### config.mk
export PLATFORM = sky130hd
export DESIGN_NAME = writeback_stage_flat
export DESIGN_NICKNAME = d
export VERILOG_FILES = /design/src/rtl/writeback_stage_if.sv /design/src/rtl/writeback_stage.sv /design/src/flat_wrapper.sv
export SDC_FILE = /design/constraint.sdc
export NUM_CORES = 1
export LEC_CHECK = 0
export BUFFER_PORTS_ARGS = -buffer_cell sky130_fd_sc_hd__buf_4
export CORE_MARGIN = 2
export CORE_UTILIZATION = 49
export DETAILED_ROUTE_END_ITERATION = 7
export HOLD_SLACK_MARGIN = 0.06
export PLACE_DENSITY_LB_ADDON = 0.1
export SETUP_SLACK_MARGIN = 0.05
export SYNTH_ARGS = -nofsm -noshare
export SYNTH_HDL_FRONTEND = slang
export SYNTH_SLANG_ARGS = --single-unit
### constraint.sdc
create_clock -name clk -period 1.9 [get_ports clk]
set_input_delay 0.38 -clock clk [delete_from_list [all_inputs] [get_ports clk]]
set_output_delay 0.38 -clock clk [all_outputs]
set_load 0.05 [all_outputs]
### src/rtl/writeback_stage_if.sv
// writeback_stage_if: bundles the execute-side handshake, the data-memory response and the
// register-file write port of the writeback stage.
//   master : drives ex_* and mem_* and observes ex_ready and the write/status outputs
//   slave  : the writeback stage itself
interface writeback_stage_if;
    logic        ex_valid;
    logic        ex_ready;
    logic        ex_wen;
    logic        ex_is_load;
    logic [4:0]  ex_dst;
    logic [2:0]  ex_funct3;
    logic [1:0]  ex_addr_lo;
    logic [31:0] ex_result;
    logic        mem_rvalid;
    logic [31:0] mem_rdata;
    logic        write_reg;
    logic [4:0]  dstreg_addr;
    logic [31:0] dstreg_data;
    logic        load_fault;
    logic        load_timeout;

    modport master (
        output ex_valid, ex_wen, ex_is_load, ex_dst, ex_funct3, ex_addr_lo, ex_result,
        output mem_rvalid, mem_rdata,
        input  ex_ready, write_reg, dstreg_addr, dstreg_data, load_fault, load_timeout
    );

    modport slave (
        input  ex_valid, ex_wen, ex_is_load, ex_dst, ex_funct3, ex_addr_lo, ex_result,
        input  mem_rvalid, mem_rdata,
        output ex_ready, write_reg, dstreg_addr, dstreg_data, load_fault, load_timeout
    );
endinterface

### src/rtl/writeback_stage.sv
// writeback_stage: drives the register-file write port. ALU results are written one cycle after
// acceptance; loads wait (up to MAX_WAIT cycles) for the memory response, then the selected
// byte/half/word is extracted, extended and written. Misaligned/unsupported loads and response
// timeouts are reported as single-cycle pulses.
// Ports:
//   clk  : rising-edge clock
//   rst  : asynchronous active-high reset
//   bus  : writeback_stage_if.slave (ex_* handshake in, mem_* response in, write port out)
module writeback_stage #(
    parameter int unsigned MAX_WAIT = 15
) (
    input logic              clk,
    input logic              rst,
    writeback_stage_if.slave bus
);
    localparam int unsigned CNT_W = $clog2(MAX_WAIT + 1);
    localparam logic [CNT_W-1:0] CNT_LAST = CNT_W'(MAX_WAIT - 1);

    localparam logic [0:0] ST_IDLE = 1'b0;
    localparam logic [0:0] ST_WAIT = 1'b1;

    logic [0:0]       state_q, state_d;
    logic [CNT_W-1:0] cnt_q, cnt_d;
    logic [4:0]       dst_q, dst_d;
    logic             wen_q, wen_d;
    logic [2:0]       funct3_q, funct3_d;
    logic [1:0]       lo_q, lo_d;
    logic             write_reg_q, write_reg_d;
    logic [4:0]       addr_q, addr_d;
    logic [31:0]      data_q, data_d;
    logic             fault_q, fault_d;
    logic             timeout_q, timeout_d;

    function automatic logic load_bad(input logic [2:0] f3, input logic [1:0] lo);
        case (f3)
            3'b000, 3'b100: load_bad = 1'b0;
            3'b001, 3'b101: load_bad = lo[0];
            3'b010:         load_bad = (lo != 2'b00);
            default:        load_bad = 1'b1;
        endcase
    endfunction

    function automatic logic [31:0] extract(input logic [2:0] f3, input logic [1:0] lo,
                                            input logic [31:0] rdata);
        logic [7:0]  b;
        logic [15:0] h;
        b = rdata[{lo, 3'b000} +: 8];
        h = rdata[{lo[1], 4'b0000} +: 16];
        case (f3)
            3'b000:  extract = {{24{b[7]}}, b};
            3'b001:  extract = {{16{h[15]}}, h};
            3'b100:  extract = {24'b0, b};
            3'b101:  extract = {16'b0, h};
            default: extract = rdata;
        endcase
    endfunction

    assign bus.ex_ready = (state_q == ST_IDLE);

    always_comb begin
        state_d     = state_q;
        cnt_d       = cnt_q;
        dst_d       = dst_q;
        wen_d       = wen_q;
        funct3_d    = funct3_q;
        lo_d        = lo_q;
        write_reg_d = 1'b0;
        addr_d      = addr_q;
        data_d      = data_q;
        fault_d     = 1'b0;
        timeout_d   = 1'b0;
        case (state_q)
            ST_IDLE: begin
                if (bus.ex_valid) begin
                    if (!bus.ex_is_load) begin
                        write_reg_d = bus.ex_wen & (bus.ex_dst != 5'd0);
                        addr_d      = bus.ex_dst;
                        data_d      = bus.ex_result;
                    end else if (load_bad(bus.ex_funct3, bus.ex_addr_lo)) begin
                        fault_d = 1'b1;
                    end else begin
                        dst_d    = bus.ex_dst;
                        wen_d    = bus.ex_wen;
                        funct3_d = bus.ex_funct3;
                        lo_d     = bus.ex_addr_lo;
                        cnt_d    = '0;
                        state_d  = ST_WAIT;
                    end
                end
            end
            default: begin
                // A response in the final wait cycle takes priority over the timeout.
                if (bus.mem_rvalid) begin
                    write_reg_d = wen_q & (dst_q != 5'd0);
                    addr_d      = dst_q;
                    data_d      = extract(funct3_q, lo_q, bus.mem_rdata);
                    state_d     = ST_IDLE;
                end else if (cnt_q == CNT_LAST) begin
                    timeout_d = 1'b1;
                    cnt_d     = '0;
                    state_d   = ST_IDLE;
                end else begin
                    cnt_d = cnt_q + 1'b1;
                end
            end
        endcase
    end

    always_ff @(posedge clk or posedge rst) begin
        if (rst) begin
            state_q     <= ST_IDLE;
            cnt_q       <= '0;
            dst_q       <= '0;
            wen_q       <= 1'b0;
            funct3_q    <= '0;
            lo_q        <= '0;
            write_reg_q <= 1'b0;
            addr_q      <= '0;
            data_q      <= '0;
            fault_q     <= 1'b0;
            timeout_q   <= 1'b0;
        end else begin
            state_q     <= state_d;
            cnt_q       <= cnt_d;
            dst_q       <= dst_d;
            wen_q       <= wen_d;
            funct3_q    <= funct3_d;
            lo_q        <= lo_d;
            write_reg_q <= write_reg_d;
            addr_q      <= addr_d;
            data_q      <= data_d;
            fault_q     <= fault_d;
            timeout_q   <= timeout_d;
        end
    end

    assign bus.write_reg    = write_reg_q;
    assign bus.dstreg_addr  = addr_q;
    assign bus.dstreg_data  = data_q;
    assign bus.load_fault   = fault_q;
    assign bus.load_timeout = timeout_q;
endmodule

### src/flat_wrapper.sv
// flat-port wrapper written by rule: the top's interface ports become plain ports
module writeback_stage_flat 
#(
    parameter int unsigned MAX_WAIT = 15
)
  (clk, rst, bus_ex_valid, bus_ex_wen, bus_ex_is_load, bus_ex_dst, bus_ex_funct3, bus_ex_addr_lo, bus_ex_result, bus_mem_rvalid, bus_mem_rdata, bus_ex_ready, bus_write_reg, bus_dstreg_addr, bus_dstreg_data, bus_load_fault, bus_load_timeout);
  writeback_stage_if bus_i ();
  input logic clk;
  input logic rst;
  input wire logic [$bits(bus_i.ex_valid)-1:0] bus_ex_valid;
  input wire logic [$bits(bus_i.ex_wen)-1:0] bus_ex_wen;
  input wire logic [$bits(bus_i.ex_is_load)-1:0] bus_ex_is_load;
  input wire logic [$bits(bus_i.ex_dst)-1:0] bus_ex_dst;
  input wire logic [$bits(bus_i.ex_funct3)-1:0] bus_ex_funct3;
  input wire logic [$bits(bus_i.ex_addr_lo)-1:0] bus_ex_addr_lo;
  input wire logic [$bits(bus_i.ex_result)-1:0] bus_ex_result;
  input wire logic [$bits(bus_i.mem_rvalid)-1:0] bus_mem_rvalid;
  input wire logic [$bits(bus_i.mem_rdata)-1:0] bus_mem_rdata;
  output wire logic [$bits(bus_i.ex_ready)-1:0] bus_ex_ready;
  output wire logic [$bits(bus_i.write_reg)-1:0] bus_write_reg;
  output wire logic [$bits(bus_i.dstreg_addr)-1:0] bus_dstreg_addr;
  output wire logic [$bits(bus_i.dstreg_data)-1:0] bus_dstreg_data;
  output wire logic [$bits(bus_i.load_fault)-1:0] bus_load_fault;
  output wire logic [$bits(bus_i.load_timeout)-1:0] bus_load_timeout;
  assign bus_i.ex_valid = bus_ex_valid;
  assign bus_i.ex_wen = bus_ex_wen;
  assign bus_i.ex_is_load = bus_ex_is_load;
  assign bus_i.ex_dst = bus_ex_dst;
  assign bus_i.ex_funct3 = bus_ex_funct3;
  assign bus_i.ex_addr_lo = bus_ex_addr_lo;
  assign bus_i.ex_result = bus_ex_result;
  assign bus_i.mem_rvalid = bus_mem_rvalid;
  assign bus_i.mem_rdata = bus_mem_rdata;
  assign bus_ex_ready = bus_i.ex_ready;
  assign bus_write_reg = bus_i.write_reg;
  assign bus_dstreg_addr = bus_i.dstreg_addr;
  assign bus_dstreg_data = bus_i.dstreg_data;
  assign bus_load_fault = bus_i.load_fault;
  assign bus_load_timeout = bus_i.load_timeout;
  writeback_stage #(.MAX_WAIT(MAX_WAIT)) u_core (.clk(clk), .rst(rst), .bus(bus_i));
endmodule
==> results of run 1 <==
## logic make-up (layout without fill, tap and decap cells)
group / Yosys count / count (layout) / share of synthesized area
muxes: 39 / 39 / 0.133
DFF: 56 / 56 / 0.437
adders and majority gates: 2 / 2 / 0.00781
AOI/OAI and AO/OA: 94 / 94 / 0.209
and+or+nand+nor: 93 / 93 / 0.160
buffers and inverters: 33 / 156 / 0.0520
## worst paths after layout
check | depth (start not counted) | slack, ns | startpoint | endpoint
setup / recovery | 5 | 0.13 | u_core.lo_q[1] | u_core.bus.dstreg_data[29]
max in group asynchronous | 4 | 0.79 | rst | u_core.bus.dstreg_data[19]
setup reg to reg | 5 | 0.13 | u_core.lo_q[1] | u_core.bus.dstreg_data[29]
min in group asynchronous | 3 | 0.60 | rst | u_core.bus.dstreg_data[23]
hold / removal | 2 | 0.31 | bus_ex_funct3[2] | u_core.funct3_q[2]
hold reg to reg | 2 | 0.52 | u_core.bus.dstreg_data[7] | u_core.bus.dstreg_data[7]
## layout by cell type (no fill, tap or decap), types with 4 or more instances in the layout
cell type,count
mux2i_1,22
clkbuf_8,6
nor2_1,16
a21oi_1,28
a222oi_1,5
a311o_1,5
buf_4,136
nand4_1,5
inv_1,8
dfrtp_1,55
o211ai_2,10
nand2b_1,8
o211ai_1,4
o21ai_0,22
nand3_1,19
mux2_2,15
nand2_1,14
or3_1,9
## per-stage QoR
| step | cell area [µm²] | total power (W) | worst slack, ns | std cells | hold slack, ns |
|---|---|---|---|---|---|
| 6_report | 4380 | 0.00496 | 0.130 | 517 | 0.308 |
| 5_1_grt | 4380 | 0.00520 | 0.0480 | 517 | 0.295 |
| 4_1_cts | 4370 | 0.00496 | 0.0840 | 517 | 0.303 |
| 3_5_place_dp | 4230 | 0.00413 | 0.0745 | 508 | 0.380 |
| 3_3_place_gp | 4230 | 0.00409 | 0.107 | 508 | 0.373 |
| 2_1_floorplan | 3200 | 0.00333 | 0.149 | 317 | 0.453 |
## repair_timing
| action | 4_1_cts | 5_1_grt |
|---|---|---|
| gates resized for setup | 0 | 3 |
| hold buffers | 1 | 0 |
| hold endpoints to repair | 13 | 0 |
| endpoints found under the setup margin | 0 | 10 |
## worst max-delay path: stages (launching register included)
cell      delay [ns]
dfrtp_1         0.39
buf_4           0.25
mux2_2          0.38
mux2_4          0.31
nand3_4         0.20
o211ai_1        0.12
## where the power goes
part / switching [W] / total (W) / internal, W
clock: 0.000407 / 0.000839 / 0.000432
combinational: 0.00151 / 0.00240 / 0.000884
sequential: 0.000229 / 0.00173 / 0.00150
## layer usage
layer	wire, µm	share of wire
met1	3830	0.41
met2	4650	0.50
met3	682	0.073
met4	155	0.017
met5	0	0
## cell type report
class | count | area (µm²)
fill | 544 | 1970
clock buffer | 6 | 82.6
sequential | 56 | 1400
clock inverter | 2 | 38.8
multi-input combinational | 228 | 1650
inverter | 9 | 33.8
tap | 77 | 96.3
timing repair buffer | 139 | 1070
==> impl_metrics.toml, run 1 <==
[outcome]
status = "finished clean"

[pwr]
power_density_nw_per_um2 = 1130
vdd_drop_max_mv = 0.737
leakagePower_nw = 1.97

[worst_setup_path]
crit_required_ns = 2.09
startpoint_type = "flop"
cp-end-kind = "flop"
crit_arrival_ns = 1.96
worstPathMaxFanout = 14
critPathKind = "reg2reg"

[timing]
finalCritPeriodShare = 0.932
rsz0062_at_grt = "true"
tightest_slew_ns = 0.507
period_needed_ns = 1.77
max_freq_ghz = 0.565
finalHoldViolCount = 0
final.setup.tns_ns = 0
clock_skew_ns = 0.00793
drv_slew = 0
setup_violations = 0
max_slew_margin = 0.661

[synth]
synth_top_area_frac = 0.438
synth_area_um2 = 3200
synth_edf_count = 0
yosys-top-cells-count = "dfrtp_1 (56), a21oi_1 (28), mux2i_1 (22), o21ai_0 (22), nand3_1 (19)"
syn_nets = 399
yosys_most_used_dff = "dfrtp_1"
synthCells = 317
seq_area_frac_synth = 0.438
ys_types = 53
async_flop_share = 1.00
synth_most_common_cell = "dfrtp_1"
yosysTopAreaCell = "dfrtp_1"
yosysWarnings = 0
netlist_top_cells_area = "dfrtp_1 (44%), mux2i_1 (6.9%), mux2_2 (5.3%), a21oi_1 (4.4%), o211ai_2 (3.9%)"
syn_avg_cell_area_um2 = 10.1
ys_seq_elements = 56

[placement]
port_buffers = 120
gp_congestion = 1.00
hpwl_um = 7230

[final_layout]
layout-drive-gt1-share = 0.418
n_antenna_cell = 0
area_growth_pct = 36.6
final_util = 0.689
largest_reg_flops = 32
finalNetCount = 521

[floorplan]
initial_core_util = 0.504
die-area_um2 = 7200
die_w_um = 84.9
rows = 29
core_um2 = 6350
io_pins = 121
die_h_um = 84.9

[drt]
drt-pass1-iter-count = 6
vias = 3080
wl_um = 9320
via_per_inst = 5.96
ant_nets = 0
drtIter0Drc = 226
drc = 0
avgRoutedWirePerCell_um = 18.0

[clocking]
cts_setup_buffers = 0
path_clk_slew_ns = 0.10
clk_path_buf_depth = 2
cts-htree-levels = 2
worstSkewPairLatency_ns = 0.32
clockRootBuffer = "clkbuf_8"
clock-sinks = 56
cts_buffers = 5
cts_tree = "yes"

[global_route]
use_met1 = 0.348
grt_pass1_wl_um = 15000
antenna_found_initial = 0
grt_use_met3 = 0.0486
gr-usage-met2 = 0.437
grt_max_degree = 31
grtUsageTotal = 0.259
top_usage_layer = "met2"
overflow = 0
grt_pass1_vias = 3056

[min_path]
hp-class = "in2reg"

[run]
max_cap_violations = 0
No activity file was read; power rests on OpenSTA's default activity.
==> inputs of run 2 (changes only) <==
- CTS_BUF_LIST: not set -> sky130_fd_sc_hd__clkbuf_16
==> impl_metrics.toml, run 2 (synthesized netlist as in run 1, its figures left out) <==
[outcome]
status = "finished clean"

[final_layout]
finalNetCount = 520
layout-drive-gt1-share = 0.417
largest_reg_flops = 32
n_fill_cell = 536
n_antenna_cell = 0
final_common_cell = "buf_4"
area_growth_pct = 37.8
final_cell_mix = "buf_4 (136), dfrtp_1 (55), a21oi_1 (28)"

[floorplan]
core_um2 = 6350
die_h_um = 84.9
initial_core_util = 0.504
io_pins = 121
rows = 29
die_w_um = 84.9
die-area_um2 = 7200

[worst_setup_path]
crit_required_ns = 2.06
worstPathMaxFanout = 14
r2r-start = "u_core.lo_q[1]"
cp-end-kind = "flop"
crit_arrival_ns = 1.92
crit_start = "u_core.lo_q[1]"
startpoint_type = "flop"
critPathKind = "reg2reg"

[global_route]
grt_pass1_wl_um = 15100
grt_pass1_vias = 3088
antenna_found_initial = 0
grtUsageTotal = 0.259
overflow = 0
grt_max_degree = 31

[drt]
wl_um = 9390
vias = 3087
drt-pass1-iter-count = 5
drtIter0Drc = 252
drc = 0
via_per_inst = 5.98
avgRoutedWirePerCell_um = 18.2
ant_nets = 0

[clocking]
path_clk_slew_ns = 0.07
clock-sinks = 56
cts-htree-levels = 2
clockRootBuffer = "clkbuf_16"
cts_setup_buffers = 0
clk_path_buf_depth = 2
worstSkewPairLatency_ns = 0.29
cts_tree = "yes"
cts_buffers = 5

[timing]
whs_ns = 0.0585
max_slew_margin = 0.666
finalHoldViolCount = 0
finalCritPeriodShare = 0.930
period_needed_ns = 1.77
rsz0062_at_grt = "false"
clock_skew_ns = 0.00636
tightest_slew_ns = 0.500
drv_slew = 0
max_freq_ghz = 0.566
setup_violations = 0
final.setup.tns_ns = 0

[pwr]
power_density_nw_per_um2 = 1170
leakagePower_nw = 1.98
vdd_drop_max_mv = 0.735

[run]
max_cap_violations = 0

[min_path]
hp-class = "in2async"

[placement]
port_buffers = 120
hpwl_um = 7230
gp_congestion = 1.00
[run 2: changes by cell type in the layout (fill, tap and decap cells not counted)]
cell	before	now
clkbuf_8	6	0
clkbuf_16	0	5
clkinv_1	0	1
dlygate4sd3_1	1	0
[run 2: area by class of cell]
type	instances	area, µm²	area share
Clock buffer	5	125	0.0284
Sequential cell	56	1400	0.318
Timing Repair Buffer	138	1060	0.240
Tap cell	77	96.3	0.0218
Inverter	9	33.8	0.00766
Multi-Input combinational cell	228	1650	0.374
Clock inverter	3	42.5	0.00964
[run 2: power by group]
group / internal [W] / switching, W
logic: 0.000882 / 0.00152
clock network: 0.000621 / 0.000434
registers: 0.00150 / 0.000231
total: 0.00300 / 0.00218
[run 2: final timing paths]
path | to | cells after the start | slack, ns
worst min-delay path | u_core.bus.dstreg_data[23] | 2 | 0.06
worst min register to register | u_core.bus.dstreg_data[7] | 2 | 0.51
worst max-delay path | u_core.bus.dstreg_data[29] | 5 | 0.13
worst max register to register | u_core.bus.dstreg_data[29] | 5 | 0.13
max in group asynchronous | u_core.bus.dstreg_data[19] | 3 | 1.33
min in group clk | u_core.funct3_q[1] | 2 | 0.33
[run 2: critical path, stage by stage (launching register included)]
cell and delay [ns]:
dfrtp_1 0.38, buf_4 0.25, mux2_2 0.38, mux2_4 0.31
nand3_4 0.20, o211ai_1 0.12
[run 2: layer usage]
| layer | share of wire | wire length [µm] | GRT usage | up-vias |
|---|---|---|---|---|
| met5 | 0 | 0 | 0 | - |
| met4 | 0.014 | 131 | 0.0664 | 0 |
| met3 | 0.070 | 658 | 0.0438 | 16 |
| met2 | 0.51 | 4740 | 0.440 | 149 |
| met1 | 0.41 | 3860 | 0.349 | 1491 |
| li1 | - | - | - | 1431 |
[run 2: per-stage QoR]
step | setup slack [ns] | std cells | utilization | power (W) | area (µm²)
floorplan | 0.149 | 317 | - | 0.00333 | 3200
global placement | 0.107 | 508 | 0.667 | 0.00409 | 4230
detailed placement | 0.0745 | 508 | 0.667 | 0.00413 | 4230
CTS | 0.0860 | 516 | 0.693 | 0.00519 | 4400
global route | 0.0493 | 516 | 0.695 | 0.00542 | 4410
finish | 0.134 | 516 | 0.695 | 0.00518 | 4410
[run 2: repair_timing]
action                     4_1_cts  5_1_grt
setup endpoints to repair        0        9
gates resized for setup          0        3
hold buffers                     0        0
